`config.mk`:
```
export PLATFORM = sky130hd
export DESIGN_NAME = vram_painter_flat
export DESIGN_NICKNAME = d
export VERILOG_FILES = /design/src/rtl/vram_painter_pkg.sv /design/src/rtl/vram_painter_if.sv /design/src/rtl/vram_painter_btn_repeat.sv /design/src/rtl/vram_painter.sv /design/src/flat_wrapper.sv
export SDC_FILE = /design/constraint.sdc
export NUM_CORES = 1
export LEC_CHECK = 0
export BUFFER_PORTS_ARGS = -buffer_cell sky130_fd_sc_hd__buf_2
export CAP_MARGIN = 25
export CORE_ASPECT_RATIO = 0.8
export CORE_MARGIN = 8
export CORE_UTILIZATION = 55
export DETAILED_ROUTE_END_ITERATION = 12
export PLACE_DENSITY = 0.74
export SYNTH_ARGS = -nofsm -noshare
export SYNTH_HDL_FRONTEND = slang
export SYNTH_SLANG_ARGS = --single-unit
export TNS_END_PERCENT = 50
```
`constraint.sdc`:
```
create_clock -name clk -period 9.6 [get_ports clk]
set_clock_uncertainty 0.1 [all_clocks]
set_input_delay 1.92 -clock clk [delete_from_list [all_inputs] [get_ports clk]]
set_output_delay 1.92 -clock clk [all_outputs]
set_load 0.02 [all_outputs]
```
`src/rtl/vram_painter_pkg.sv`:
```
// vram_painter_pkg: shared constants and FSM state type for the VRAM painter
package vram_painter_pkg;
   localparam int RGB_W = 12;
   localparam int HW_DEF = 256;
   localparam int VH_DEF = 192;
   localparam logic [RGB_W-1:0] BG_DEF = 12'hFFF;
   typedef enum logic {IDLE, CLEAR} state_t;
endpackage

```
`src/rtl/vram_painter_if.sv`:
```
// vram_painter_if: operator buttons in, cursor and VRAM write port out
interface vram_painter_if import vram_painter_pkg::*; #(
   parameter int XW = 8,
   parameter int YW = 8,
   parameter int AW = 16
);
   logic btn_u, btn_d, btn_l, btn_r, draw, clr;
   logic [RGB_W-1:0] color;
   logic [XW-1:0] cur_x;
   logic [YW-1:0] cur_y;
   logic we;
   logic [AW-1:0] waddr;
   logic [RGB_W-1:0] wdata;
   logic busy;
   modport master (
      output btn_u, btn_d, btn_l, btn_r, draw, clr, color,
      input cur_x, cur_y, we, waddr, wdata, busy
   );
   modport slave (
      input btn_u, btn_d, btn_l, btn_r, draw, clr, color,
      output cur_x, cur_y, we, waddr, wdata, busy
   );
endinterface

```
`src/rtl/vram_painter_btn_repeat.sv`:
```
// btn_repeat: synchronise a button, pulse on press, then auto-repeat while held
module btn_repeat #(
   parameter int HOLD_CYC = 5_000_000,
   parameter int REP_CYC = 1_000_000
) (
   input logic clk,
   input logic rst,
   input logic btn,
   output logic step
);
   localparam int MX = HOLD_CYC > REP_CYC ? HOLD_CYC : REP_CYC;
   localparam int CW = $clog2(MX + 1);
   localparam logic [CW-1:0] HOLD_N = CW'(HOLD_CYC);
   localparam logic [CW-1:0] REP_N = CW'(REP_CYC);
   logic [2:0] sync_q, sync_d;
   logic [CW-1:0] cnt_q, cnt_d;
   logic rep_q, rep_d;
   // sync_q[1] is the synchronised level, sync_q[2] its previous value; cnt counts cycles since the last pulse
   always_comb begin
      sync_d = {sync_q[1:0], btn};
      cnt_d = cnt_q + 1'b1;
      rep_d = rep_q;
      step = 1'b0;
      if (!sync_q[1]) begin
         cnt_d = '0;
         rep_d = 1'b0;
      end else if (!sync_q[2] || cnt_q == (rep_q ? REP_N : HOLD_N)) begin
         step = 1'b1;
         cnt_d = CW'(1);
         rep_d = sync_q[2];
      end
   end
   // state registers
   always_ff @(posedge clk) begin
      if (rst) begin
         sync_q <= '0;
         cnt_q <= '0;
         rep_q <= 1'b0;
      end else begin
         sync_q <= sync_d;
         cnt_q <= cnt_d;
         rep_q <= rep_d;
      end
   end
endmodule

```
`src/rtl/vram_painter.sv`:
```
// vram_painter: cursor movement, paint writes and full-frame clear sweep into VRAM
module vram_painter import vram_painter_pkg::*; #(
   parameter int HW = HW_DEF,
   parameter int VH = VH_DEF,
   parameter int XW = 8,
   parameter int YW = 8,
   parameter int AW = 16,
   parameter logic [RGB_W-1:0] BG_COLOR = BG_DEF,
   parameter int HOLD_CYC = 5_000_000,
   parameter int REP_CYC = 1_000_000
) (
   input logic clk,
   input logic rst,
   vram_painter_if.slave bus
);
   localparam logic [XW-1:0] X_MAX = XW'(HW - 1);
   localparam logic [YW-1:0] Y_MAX = YW'(VH - 1);
   localparam logic [AW-1:0] LAST = AW'(HW * VH - 1);
   logic step_u, step_d, step_l, step_r;
   logic go_u, go_d, go_l, go_r;
   state_t state_q, state_d;
   logic [2:0] draw_q, draw_d, clr_q, clr_d;
   logic [XW-1:0] cur_x_q, cur_x_d;
   logic [YW-1:0] cur_y_q, cur_y_d;
   logic we_q, we_d, busy_q, busy_d, moved_q, moved_d;
   logic [AW-1:0] waddr_q, waddr_d;
   logic [RGB_W-1:0] wdata_q, wdata_d;

   btn_repeat #(.HOLD_CYC(HOLD_CYC), .REP_CYC(REP_CYC)) u_up (.clk(clk), .rst(rst), .btn(bus.btn_u), .step(step_u));
   btn_repeat #(.HOLD_CYC(HOLD_CYC), .REP_CYC(REP_CYC)) u_dn (.clk(clk), .rst(rst), .btn(bus.btn_d), .step(step_d));
   btn_repeat #(.HOLD_CYC(HOLD_CYC), .REP_CYC(REP_CYC)) u_lf (.clk(clk), .rst(rst), .btn(bus.btn_l), .step(step_l));
   btn_repeat #(.HOLD_CYC(HOLD_CYC), .REP_CYC(REP_CYC)) u_rt (.clk(clk), .rst(rst), .btn(bus.btn_r), .step(step_r));

   // next state: the sweep uses waddr itself as its counter; opposing steps cancel and border steps are dropped
   always_comb begin
      draw_d = {draw_q[1:0], bus.draw};
      clr_d = {clr_q[1:0], bus.clr};
      go_r = step_r & ~step_l & (cur_x_q != X_MAX);
      go_l = step_l & ~step_r & (cur_x_q != '0);
      go_d = step_d & ~step_u & (cur_y_q != Y_MAX);
      go_u = step_u & ~step_d & (cur_y_q != '0);
      state_d = state_q;
      cur_x_d = cur_x_q;
      cur_y_d = cur_y_q;
      we_d = 1'b0;
      waddr_d = waddr_q;
      wdata_d = wdata_q;
      busy_d = busy_q;
      moved_d = 1'b0;
      if (state_q == CLEAR) begin
         if (waddr_q == LAST) begin
            state_d = IDLE;
            busy_d = 1'b0;
         end else begin
            we_d = 1'b1;
            waddr_d = waddr_q + 1'b1;
         end
      end else if (clr_q[1] & ~clr_q[2]) begin
         state_d = CLEAR;
         busy_d = 1'b1;
         we_d = 1'b1;
         waddr_d = '0;
         wdata_d = BG_COLOR;
      end else begin
         if (draw_q[1] & (~draw_q[2] | moved_q)) begin
            we_d = 1'b1;
            waddr_d = {cur_y_q, cur_x_q};
            wdata_d = bus.color;
         end
         cur_x_d = cur_x_q + XW'(go_r) - XW'(go_l);
         cur_y_d = cur_y_q + YW'(go_d) - YW'(go_u);
         moved_d = go_r | go_l | go_u | go_d;
      end
   end

   // state registers
   always_ff @(posedge clk) begin
      if (rst) begin
         state_q <= IDLE;
         draw_q <= '0;
         clr_q <= '0;
         cur_x_q <= XW'(HW / 2);
         cur_y_q <= YW'(VH / 2);
         we_q <= 1'b0;
         waddr_q <= '0;
         wdata_q <= '0;
         busy_q <= 1'b0;
         moved_q <= 1'b0;
      end else begin
         state_q <= state_d;
         draw_q <= draw_d;
         clr_q <= clr_d;
         cur_x_q <= cur_x_d;
         cur_y_q <= cur_y_d;
         we_q <= we_d;
         waddr_q <= waddr_d;
         wdata_q <= wdata_d;
         busy_q <= busy_d;
         moved_q <= moved_d;
      end
   end

   assign bus.cur_x = cur_x_q;
   assign bus.cur_y = cur_y_q;
   assign bus.we = we_q;
   assign bus.waddr = waddr_q;
   assign bus.wdata = wdata_q;
   assign bus.busy = busy_q;
endmodule
```
`src/flat_wrapper.sv`:
```
// flat-port wrapper written by rule: the top's interface ports become plain ports
module vram_painter_flat import vram_painter_pkg::*;
#(
   parameter int HW = HW_DEF,
   parameter int VH = VH_DEF,
   parameter int XW = 8,
   parameter int YW = 8,
   parameter int AW = 16,
   parameter logic [RGB_W-1:0] BG_COLOR = BG_DEF,
   parameter int HOLD_CYC = 5_000_000,
   parameter int REP_CYC = 1_000_000
)
  (clk, rst, bus_btn_u, bus_btn_d, bus_btn_l, bus_btn_r, bus_draw, bus_clr, bus_color, bus_cur_x, bus_cur_y, bus_we, bus_waddr, bus_wdata, bus_busy);
  vram_painter_if #(.XW(XW), .YW(YW), .AW(AW)) bus_i ();
  input logic clk;
  input logic rst;
  input wire logic [$bits(bus_i.btn_u)-1:0] bus_btn_u;
  input wire logic [$bits(bus_i.btn_d)-1:0] bus_btn_d;
  input wire logic [$bits(bus_i.btn_l)-1:0] bus_btn_l;
  input wire logic [$bits(bus_i.btn_r)-1:0] bus_btn_r;
  input wire logic [$bits(bus_i.draw)-1:0] bus_draw;
  input wire logic [$bits(bus_i.clr)-1:0] bus_clr;
  input wire logic [$bits(bus_i.color)-1:0] bus_color;
  output wire logic [$bits(bus_i.cur_x)-1:0] bus_cur_x;
  output wire logic [$bits(bus_i.cur_y)-1:0] bus_cur_y;
  output wire logic [$bits(bus_i.we)-1:0] bus_we;
  output wire logic [$bits(bus_i.waddr)-1:0] bus_waddr;
  output wire logic [$bits(bus_i.wdata)-1:0] bus_wdata;
  output wire logic [$bits(bus_i.busy)-1:0] bus_busy;
  assign bus_i.btn_u = bus_btn_u;
  assign bus_i.btn_d = bus_btn_d;
  assign bus_i.btn_l = bus_btn_l;
  assign bus_i.btn_r = bus_btn_r;
  assign bus_i.draw = bus_draw;
  assign bus_i.clr = bus_clr;
  assign bus_i.color = bus_color;
  assign bus_cur_x = bus_i.cur_x;
  assign bus_cur_y = bus_i.cur_y;
  assign bus_we = bus_i.we;
  assign bus_waddr = bus_i.waddr;
  assign bus_wdata = bus_i.wdata;
  assign bus_busy = bus_i.busy;
  vram_painter #(.HW(HW), .VH(VH), .XW(XW), .YW(YW), .AW(AW), .BG_COLOR(BG_COLOR), .HOLD_CYC(HOLD_CYC), .REP_CYC(REP_CYC)) u_core (.clk(clk), .rst(rst), .bus(bus_i));
endmodule
```
==> metrics <==
kind of critical path=reg2reg; Synth warnings=0; cts bufs inserted=17; Critical Path, Cell by Cell=inv_1 -> ha_1 -> nor4b_1 -> nand3_1 -> a2111oi_2 -> nor2b_2 -> o2111a_1 -> ha_1 -> inv_1 -> ha_1 -> inv_1 -> fa_1 -> nand2b_1 -> a21oi_1 -> o21ai_1 -> a21oi_1 -> o21ai_0 -> a311o_1; layout overhead on the synthesized area=14.16%; ys flop type=sky130_fd_sc_hd__dfxtp_1; routed wire length=16,440 um; flop-to-flop setup slack=5.59 ns; number of nets produced by synthesis=between 900 and 1,000; average wire per standard cell=about 14 um; fraction of the core area covered by cells at the end of the flow=0.6437; peak supply drop=159.7 uV; clock tree root buffer cell=sky130_fd_sc_hd__clkbuf_16; GPL Wtd Cong=approximately 0.85; Distinct cells, synth=60; number of H-tree levels=4; Vias=approximately 6,300; average cell area after synthesis=approximately 8.6 um2; via density per instance=between 5 and 6; Min Clock Period, post-route=4.012 ns; leakage power figure=around 0.0033 uW; share of synthesized area spent on multiplexers=0; class of the worst hold path=reg2reg; Post-CTS Setup Repair Bufs=0; required time worst endpoint=between 9 and 10 ns; Die Wd=roughly 150 um; count of hold-fix buffers inserted at cts=0; Post-synth EDFFs=0; # DRC=0; final clock period utilization by the worst path=0.4179; setup repair after global routing missed its margin=no; initial core utilization=0.5639; die extent in y=between 100 and 150 um; critical path endpoint category=register; Die Outline Area=about 0.018 mm2; clock buffer depth=2; number of cell rows=38; outcome=completed; Gates resized, CTS repair=0; family of cells with the greatest summed delay on the critical path=compound AO/OA/AOI/OAI gates; longest individual stage delay on the worst path=0.48 ns; post-synthesis async set-or-reset flop share=0; highest clock frequency the design can meet=approximately 0.25 GHz; initial detailed-routing violation count=between 300 and 400; final cell count without fillers=1,142; fraction of layout instances using a drive strength above 1=0.1091; drt first pass iters=5; CP arrival=approximately 4.2 ns; synthesis-stage register bit count=~160; Synth Area in Adders=0.06560; Seq/Total Area, Yosys=0.4230; Placed Cells incl. Taps=~1,100; Crit path buffers/inverters=3; slew at the pin with the worst max-slew slack=0.9056 ns; Setup Total Neg Slack=0 ns; Setup crit start kind=register; placement-stage worst setup slack=between 5 and 6 ns; worst-path cell with the longest stage delay=sky130_fd_sc_hd__a2111oi_2; cell area after synthesis=around 0.0077 mm2; I/O pins=66; share of the synthesized area in the top cell type=0.4230; power density over the cells=213.0 mW/mm2; most area-hungry cell type in the Yosys netlist=sky130_fd_sc_hd__dfxtp_1; Final Hold Fails=0; top post-synthesis cells by area=sky130_fd_sc_hd__dfxtp_1 42%, sky130_fd_sc_hd__nor2_1 7.4%, sky130_fd_sc_hd__xor2_1 6.2%, sky130_fd_sc_hd__ha_1 6.0%, sky130_fd_sc_hd__xnor2_1 4.7%; clock tree from TritonCTS=built; antenna-violating nets left=0; via count of the first global-routing pass=a little under 6,000; global-route usage over all layers=0.1873; antenna cells=0; combinational family with the most area after synthesis=simple AND/OR/NAND/NOR gates; Max Cap Violations=0; count of buffers from port buffering=65; NumNets Final=between 1,000 and 1,500; clock-pin slew on the worst setup and hold paths=0.06 ns; core box area=roughly 0.014 mm2; wire length of the first global-routing pass=around 28,000 um; antenna violations before repair=0; Simple-Gate Fraction of Synth Area=0.2717; post-synthesis share of cell area spent on xor and xnor gates=0.1085; Slew Viols, Final=0; slew margin rel.=0.3907; grt total ovfl=0; synthesized-area fraction occupied by ao, oa, aoi and oai cells=0.09399; clock latency on the worst-skew pair=between 0.4 and 0.5 ns; critical-path maximum fanout=6; maximum number of pins on one net before global-route repair=71; HPWL after DPL=11,320 um; number of endpoints failing setup at the final stage=0; setup slack after layout=5.588 ns; Cells after Synth=between 800 and 900; Clock Sinks=around 160
synthesized netlist by cell type, types with 2 or more instances:
| master | count |
|---|---|
| sky130_fd_sc_hd__nor4b_1 | 6 |
| sky130_fd_sc_hd__or3_1 | 7 |
| sky130_fd_sc_hd__nor2_1 | 151 |
| sky130_fd_sc_hd__nor2b_1 | 18 |
| sky130_fd_sc_hd__o21ai_0 | 14 |
| sky130_fd_sc_hd__fa_1 | 2 |
| sky130_fd_sc_hd__nand2b_1 | 11 |
| sky130_fd_sc_hd__o21ai_1 | 7 |
| sky130_fd_sc_hd__or4b_1 | 2 |
| sky130_fd_sc_hd__nand3b_1 | 5 |
| sky130_fd_sc_hd__nor4_1 | 6 |
| sky130_fd_sc_hd__a21oi_1 | 23 |
| sky130_fd_sc_hd__xor2_1 | 54 |
| sky130_fd_sc_hd__a221oi_1 | 9 |
| sky130_fd_sc_hd__nand4_1 | 22 |
| sky130_fd_sc_hd__or2_1 | 2 |
| sky130_fd_sc_hd__ha_1 | 37 |
| sky130_fd_sc_hd__and3_1 | 14 |
| sky130_fd_sc_hd__inv_1 | 47 |
| sky130_fd_sc_hd__a21boi_0 | 4 |
| sky130_fd_sc_hd__dfxtp_1 | 162 |
| sky130_fd_sc_hd__nand3_1 | 50 |
| sky130_fd_sc_hd__xnor2_1 | 41 |
| sky130_fd_sc_hd__nor3_1 | 27 |
| sky130_fd_sc_hd__o211a_1 | 3 |
| sky130_fd_sc_hd__a211oi_1 | 13 |
| sky130_fd_sc_hd__o41ai_1 | 2 |
| sky130_fd_sc_hd__nor4bb_1 | 2 |
| sky130_fd_sc_hd__a31oi_1 | 2 |
| sky130_fd_sc_hd__a311oi_1 | 2 |
| sky130_fd_sc_hd__a21o_1 | 2 |
| sky130_fd_sc_hd__o22ai_1 | 17 |
| sky130_fd_sc_hd__nand4bb_1 | 2 |
| sky130_fd_sc_hd__or2_2 | 2 |
| sky130_fd_sc_hd__nand2_1 | 60 |
| sky130_fd_sc_hd__and2_1 | 4 |
| sky130_fd_sc_hd__nand4b_1 | 4 |
| sky130_fd_sc_hd__nor3b_1 | 3 |
| sky130_fd_sc_hd__buf_1 | 3 |
| sky130_fd_sc_hd__and4_1 | 7 |
| sky130_fd_sc_hd__clkbuf_1 | 23 |
per-stage QoR:
stage | instance area, um2 | hold slack [ns] | total power (uW)
2_1_floorplan | 7667 | 0.3138 | 1046
3_3_place_gp | 8124 | 0.3215 | 1145
3_5_place_dp | 8124 | 0.3236 | 1152
4_1_cts | 8746 | 0.3457 | 1877
5_1_grt | 8753 | 0.3644 | 1960
6_report | 8753 | 0.3421 | 1864
routing by layer:
layer  part of all wire  vias to the layer above  global-route usage
met2               0.45                      125              0.2893
met5                  0                        -                   0
met1               0.49                     2932              0.2511
met4              0.017                        0             0.06357
li1                   -                     3184                   -
met3              0.044                       21             0.04855
area by class of cell:
type                       count  area, um2
sequential                   162       3243
inverter                      47      176.4
tap                          180      225.2
multi-input combinational    655       4139
clock inverter                10      185.2
clock buffer                  20      436.7
fill                        1180       4845
timing repair buffer          68      347.8
flip-flops by register name, summed over array words and instances, names as in the netlist, 3 cells and up:
| name | cells |
|---|---|
| u_core.u_up.sync_q | 3 |
| u_core.bus.wdata | 12 |
| u_core.u_rt.sync_q | 3 |
| u_core.u_dn.cnt_q | 23 |
| u_core.u_lf.cnt_q | 23 |
| u_core.u_rt.cnt_q | 23 |
| u_core.u_dn.sync_q | 3 |
| u_core.u_lf.sync_q | 3 |
| u_core.clr_q | 3 |
| u_core.bus.cur_x | 8 |
| u_core.bus.cur_y | 8 |
| u_core.u_up.cnt_q | 23 |
| u_core.draw_q | 3 |
| u_core.bus.waddr | 16 |
where the power goes:
| group | switching (uW) | leakage (uW) | internal, uW |
|---|---|---|---|
| clock | 261 | 0.000300 | 458 |
| sequential | 53.3 | 0.00132 | 711 |
| combinational | 220 | 0.00167 | 160 |
| total | 535 | 0.00328 | 1330 |
placed cells by master, fill, tap and decap left out, types with 9 or more instances in the layout:
master                      count
sky130_fd_sc_hd__xnor2_1       41
sky130_fd_sc_hd__o22ai_1       17
sky130_fd_sc_hd__nor2b_1       18
sky130_fd_sc_hd__inv_1         47
sky130_fd_sc_hd__nand3_1       50
sky130_fd_sc_hd__a221oi_1       9
sky130_fd_sc_hd__nand2_1       60
sky130_fd_sc_hd__nand2b_1      11
sky130_fd_sc_hd__a21oi_1       23
sky130_fd_sc_hd__nor3_1        27
sky130_fd_sc_hd__and3_1        14
sky130_fd_sc_hd__dfxtp_1      162
sky130_fd_sc_hd__ha_1          37
sky130_fd_sc_hd__nand4_1       22
sky130_fd_sc_hd__a211oi_1      13
sky130_fd_sc_hd__xor2_1        54
sky130_fd_sc_hd__nor2_1       151
sky130_fd_sc_hd__clkbuf_16     17
sky130_fd_sc_hd__buf_2         65
sky130_fd_sc_hd__o21ai_0       14
worst paths after layout:
path,startpoint,endpoint,cells after the start
setup / recovery,u_core.u_dn.cnt_q[0]$_SDFF_PP0_,u_core.bus.cur_y[6]$_SDFFE_PP1P_,18
hold / removal,u_core.u_up.sync_q[0]$_SDFF_PP0_,u_core.u_up.sync_q[1]$_SDFF_PP0_,1
setup reg to reg,u_core.u_dn.cnt_q[0]$_SDFF_PP0_,u_core.bus.cur_y[6]$_SDFFE_PP1P_,18
hold reg to reg,u_core.u_up.sync_q[0]$_SDFF_PP0_,u_core.u_up.sync_q[1]$_SDFF_PP0_,1
logic make-up after synthesis:
kind of cell / Yosys count
AND/OR/NAND/NOR: 414
AO/OA/AOI/OAI: 107
adder cells (fa/ha/maj): 39
flip-flops: 162
XOR/XNOR: 95
buffers and inverters: 74
(Power assumes the default switching activity.)
